### config.mk
export PLATFORM = sky130hd
export DESIGN_NAME = network_classifier
export DESIGN_NICKNAME = d
export VERILOG_FILES = /design/src/rtl/network_classifier.sv
export SDC_FILE = /design/constraint.sdc
export NUM_CORES = 1
export LEC_CHECK = 0
export BUFFER_PORTS_ARGS = -buffer_cell sky130_fd_sc_hd__buf_4
export CORE_MARGIN = 1
export CORE_UTILIZATION = 38
export CTS_BUF_LIST = sky130_fd_sc_hd__clkbuf_8
export DETAILED_ROUTE_END_ITERATION = 12
export GPL_TIMING_DRIVEN = 0
export HOLD_SLACK_MARGIN = 0.08
export PLACE_DENSITY = 0.62
export SLEW_MARGIN = 20
export SYNTH_ARGS = -nofsm -noshare
export SYNTH_HDL_FRONTEND = slang
export SYNTH_SLANG_ARGS = --single-unit
### constraint.sdc
create_clock -name CLK -period 4.6 [get_ports CLK]
set_input_delay 0.46 -clock CLK [delete_from_list [all_inputs] [get_ports CLK]]
set_output_delay 0.46 -clock CLK [all_outputs]
set_load 0.02 [all_outputs]
### src/rtl/network_classifier.sv
// Ethernet header classifier: flags IP / runt / 802.1Q frames and keeps saturating frame and IP counters.
// Define NETWORK_CLASSIFIER_VLAN_EN to build in single-tag 802.1Q support.
module network_classifier #(
  parameter int          CNT_W        = 8,
  parameter logic [15:0] IP_ETHERTYPE = 16'h0800
) (
  input  logic             CLK,
  input  logic             RST,
  input  logic             IN_VALID,
  input  logic [7:0]       IN_DATA,
  input  logic             IN_SOP,
  input  logic             IN_EOP,
  output logic             CLASS_VALID,
  output logic             IS_IP,
  output logic             IS_RUNT,
  output logic             IS_VLAN,
  output logic [CNT_W-1:0] FRAME_CNT,
  output logic [CNT_W-1:0] IP_CNT
);

  localparam logic [2:0] IDLE      = 3'd0;
  localparam logic [2:0] MAC       = 3'd1;
  localparam logic [2:0] ETH_HI    = 3'd2;
  localparam logic [2:0] ETH_LO    = 3'd3;
  localparam logic [2:0] PAYLOAD   = 3'd5;
`ifdef NETWORK_CLASSIFIER_VLAN_EN
  localparam logic [2:0]  VLAN_SKIP = 3'd4;
  localparam logic [15:0] VLAN_TPID = 16'h8100;
`endif

  logic [2:0]       state_reg, state_next;
  logic [3:0]       idx_reg, idx_next;
  logic [7:0]       eth_hi_reg, eth_hi_next;
  logic [15:0]      eth_type;
  logic             class_valid_reg, is_ip_reg, is_runt_reg;
  logic [CNT_W-1:0] frame_cnt_reg, ip_cnt_reg;
  logic             dec_valid, dec_ip, dec_runt;
`ifdef NETWORK_CLASSIFIER_VLAN_EN
  logic             vlan_seen_reg, vlan_seen_next;
  logic             is_vlan_reg, dec_vlan;
`endif

  assign eth_type = {eth_hi_reg, IN_DATA};

  always_comb begin
    state_next  = state_reg;
    idx_next    = idx_reg;
    eth_hi_next = eth_hi_reg;
    dec_valid   = 1'b0;
    dec_ip      = 1'b0;
    dec_runt    = 1'b0;
`ifdef NETWORK_CLASSIFIER_VLAN_EN
    vlan_seen_next = vlan_seen_reg;
    dec_vlan       = 1'b0;
`endif
    if (IN_VALID) begin
      if (IN_SOP) begin
        // SOP always starts a fresh frame, abandoning any frame in progress
        idx_next = 4'd0;
`ifdef NETWORK_CLASSIFIER_VLAN_EN
        vlan_seen_next = 1'b0;
`endif
        if (IN_EOP) begin
          dec_valid  = 1'b1;
          dec_runt   = 1'b1;
          state_next = IDLE;
        end else begin
          state_next = MAC;
        end
      end else begin
        case (state_reg)
          IDLE: state_next = IDLE;
          MAC: begin
            if (IN_EOP) begin
              dec_valid  = 1'b1;
              dec_runt   = 1'b1;
              state_next = IDLE;
            end else begin
              idx_next = idx_reg + 4'd1;
              if (idx_reg == 4'd10) state_next = ETH_HI;
            end
          end
          ETH_HI: begin
            if (IN_EOP) begin
              dec_valid  = 1'b1;
              dec_runt   = 1'b1;
              state_next = IDLE;
            end else begin
              eth_hi_next = IN_DATA;
              state_next  = ETH_LO;
            end
          end
          ETH_LO: begin
`ifdef NETWORK_CLASSIFIER_VLAN_EN
            if (eth_type == VLAN_TPID && !vlan_seen_reg) begin
              // outer tag: skip the TCI and re-read the inner EtherType
              if (IN_EOP) begin
                dec_valid  = 1'b1;
                dec_runt   = 1'b1;
                state_next = IDLE;
              end else begin
                vlan_seen_next = 1'b1;
                idx_next       = 4'd0;
                state_next     = VLAN_SKIP;
              end
            end else begin
              dec_valid  = 1'b1;
              dec_ip     = (eth_type == IP_ETHERTYPE) && !(vlan_seen_reg && eth_type == VLAN_TPID);
              dec_vlan   = vlan_seen_reg;
              state_next = IN_EOP ? IDLE : PAYLOAD;
            end
`else
            dec_valid  = 1'b1;
            dec_ip     = (eth_type == IP_ETHERTYPE);
            state_next = IN_EOP ? IDLE : PAYLOAD;
`endif
          end
`ifdef NETWORK_CLASSIFIER_VLAN_EN
          VLAN_SKIP: begin
            if (IN_EOP) begin
              dec_valid  = 1'b1;
              dec_runt   = 1'b1;
              state_next = IDLE;
            end else begin
              idx_next = idx_reg + 4'd1;
              if (idx_reg[0]) state_next = ETH_HI;
            end
          end
`endif
          PAYLOAD: if (IN_EOP) state_next = IDLE;
          default: state_next = IDLE;
        endcase
      end
    end
  end

  always_ff @(posedge CLK) begin
    if (RST) begin
      state_reg       <= IDLE;
      idx_reg         <= 4'd0;
      eth_hi_reg      <= 8'd0;
      class_valid_reg <= 1'b0;
      is_ip_reg       <= 1'b0;
      is_runt_reg     <= 1'b0;
      frame_cnt_reg   <= '0;
      ip_cnt_reg      <= '0;
    end else begin
      state_reg       <= state_next;
      idx_reg         <= idx_next;
      eth_hi_reg      <= eth_hi_next;
      class_valid_reg <= dec_valid;
      if (dec_valid) begin
        is_ip_reg   <= dec_ip;
        is_runt_reg <= dec_runt;
        if (frame_cnt_reg != '1) frame_cnt_reg <= frame_cnt_reg + CNT_W'(1);
        if (dec_ip && ip_cnt_reg != '1) ip_cnt_reg <= ip_cnt_reg + CNT_W'(1);
      end
    end
  end

`ifdef NETWORK_CLASSIFIER_VLAN_EN
  always_ff @(posedge CLK) begin
    if (RST) begin
      vlan_seen_reg <= 1'b0;
      is_vlan_reg   <= 1'b0;
    end else begin
      vlan_seen_reg <= vlan_seen_next;
      if (dec_valid) is_vlan_reg <= dec_vlan;
    end
  end
  assign IS_VLAN = is_vlan_reg;
`else
  assign IS_VLAN = 1'b0;
`endif

  assign CLASS_VALID = class_valid_reg;
  assign IS_IP       = is_ip_reg;
  assign IS_RUNT     = is_runt_reg;
  assign FRAME_CNT   = frame_cnt_reg;
  assign IP_CNT      = ip_cnt_reg;

endmodule

==> metrics.cfg <==
[run_status]
status=finished clean

[logic_synthesis]
synth_top_cell_area_share=0.394
ys_seq_area_frac=0.394
synth_edf_count=0
ys_seq_elements=34
synthCells=197
yosysWarningCount=0
synth_ff_type=dfxtp_1
synth_area_leader_cell=dfxtp_1
synth_cell_types=47
synthArstFlopShare=0
syn_avg_cell_area_sq_um=8.78
synthTopCellsByArea=dfxtp_1 39%, nor2_1 6.9%, mux2i_1 5.8%
synth_fp_nets=214
netlist_area_sq_mm=0.00173

[clock_network]
cts-hold-fix-buffers=0
clock_latency_ns=0.28
cts_tree=built
numCtsBuffers=5
htreeDepth=2
path_clk_slew_ns=0.07
cts_resized=0
post_cts_buffers=0
root_buffer=clkbuf_8
cts.sinks=34
clockBufferDepth=2

[sta]
tns_ns=0
tightest_slew_ns=0.844
fin_crit_ns=1.82
slew_viol_final=0
fmax_ghz=0.549
setup_violations=0
fin_skew_ns=0.00419
min_period_over_period=0.396
rsz0062_at_grt=false
relSlewSlack=0.430
final.setup.worst_slack_ns=2.78
hold_viol=0

[pwr]
p_seq_frac=0.520
ir_drop_uv=120
power.leakage_nw=0.839
sw_frac_of_total=0.243
switchingPower_uw=139
clkPwrFrac=0.408
power_density_mw_per_mm2=273
p_int_uw=433
comb_power_share=0.072

[final_layout]
fill_cells=443
mostFrequentLayoutCell=dfxtp_1
nNetsFinal=249
fin_util=0.482
final_cell_mix=34 x dfxtp_1, 32 x nor2_1, 31 x buf_4
antenna_cells=0
drive_above_1_share=0.245
area_delta_synth_final_pct=21.4

[floorplanning]
die_w_um=69.5
fp-row-count=24
die-area_sq_mm=0.00482
core_area_sq_mm=0.00435
die_h_um=69.5
start_util=0.397
io_pins=33

[min_path]
hold_path_class=primary input to flip-flop

[drt]
first_iter_violations=85
ant_nets=0
route.detailed.drc=0
vias=1530
wl_per_cell_um=13.1
first_pass_iters=4
avgViaCountPerCell=5.37
wl_um=3720

[worst_setup_path]
required_ns=4.78
cp-end-kind=flip-flop
path_class=flip-flop to flip-flop
critPathMaxFanout=7
start_kind=flip-flop
arrival_ns=2.00

[global_routing]
grt_first_pass_wirelength_um=6490
gr-usage-all-layers=0.163
grt_pass1_vias=1423
antenna_found_initial=0
grt-ovfl-total=0
grt_max_degree=12

[place]
place_congestion=0.841
place_ws_ns=2.56
hpwlAfterDp_um=2620
io_buffers=28

[job]
drv_cap=0

cell usage after synthesis, types with 2 or more instances:
library cell	instances
or4_1	2
nor4b_2	3
mux2i_1	10
nand3_1	6
inv_1	4
or3_1	4
nand4_1	3
dfxtp_1	34
nor4bb_1	2
nor4b_1	2
nor4_1	4
and2b_1	2
nand4b_1	2
buf_2	3
nor2b_1	2
buf_4	3
o21ai_0	7
nor2_1	32
o31a_1	2
a21oi_1	17
mux2_2	2
ha_1	4
nand2_1	8
o21ba_2	2
nor3_1	5
nand2b_1	3
clkbuf_1	4
o31ai_1	3
xnor2_1	4
cells by family after synthesis:
group	after synthesis	share of synthesized area
other	1	0.00217
XOR/XNOR	4	0.0203
flip-flops	34	0.394
AND/OR/NAND/NOR	88	0.297
AO/OA/AOI/OAI	39	0.145
buffers and inverters	15	0.0412
multiplexers	12	0.0709
adder cells (fa/ha/maj)	4	0.0289
critical path: stages, from the launching register on:
cell and delay [ns]:
dfxtp_1 0.39, nor4b_2 0.43, o211ai_1 0.24, nor2_1 0.34, a21oi_1 0.11, a31o_2 0.22
metrics by stage:
step                      cell area, sq um  std cells  hold slack (ns)  total power, mW
after global placement                2000        277            0.477            0.346
after global routing                  2100        285            0.421            0.595
final                                 2100        285            0.423            0.572
after floorplan                       1730        197            0.452            0.329
after CTS                             2100        285            0.418            0.582
after detailed placement              2000        277            0.484            0.346
path summary, 6_finish.rpt:
kind | to | from | cells past startpoint | slack, ns
max | IP_CNT[7]$_SDFFE_PP0P_ | state_reg[2]$_SDFFE_PP0P_ | 5 | 2.78
min | eth_hi_reg[7]$_SDFFE_PP0P_ | IN_DATA[7] | 3 | 0.42
max reg2reg | IP_CNT[7]$_SDFFE_PP0P_ | state_reg[2]$_SDFFE_PP0P_ | 5 | 2.78
min reg2reg | eth_hi_reg[2]$_SDFFE_PP0P_ | eth_hi_reg[2]$_SDFFE_PP0P_ | 2 | 0.50
area by class of cell:
| cell class | instances | area [sq um] | area share |
|---|---|---|---|
| flip-flops and latches | 34 | 681 | 0.324 |
| well taps | 52 | 65.1 | 0.0310 |
| multi-input cells | 148 | 977 | 0.465 |
| clock inverters | 2 | 12.5 | 0.00596 |
| repair buffers | 28 | 210 | 0.100 |
| plain buffers | 10 | 52.6 | 0.0250 |
| inverters | 5 | 18.8 | 0.00894 |
| clock buffers | 6 | 82.6 | 0.0393 |
per-layer routing:
metal  global-route usage  wire [um]  vias to the layer above
met3               0.0494        166                       10
met5                    0          0                        -
met4               0.0544         84                        0
li1                     -          -                      785
met1                0.213       1830                      703
met2                0.257       1640                       32
power by group through the flow:
| stage | logic, mW | registers [mW] | clock network [mW] |
|---|---|---|---|
| 2_1_floorplan | 0.0234 | 0.306 | 0 |
| 3_3_place_gp | 0.0412 | 0.304 | 0 |
| 3_5_place_dp | 0.0415 | 0.304 | 0 |
| 4_1_cts | 0.0416 | 0.298 | 0.242 |
| 5_1_grt | 0.0461 | 0.298 | 0.252 |
| 6_report | 0.0411 | 0.298 | 0.234 |
No activity file was read; power rests on OpenSTA's default activity.
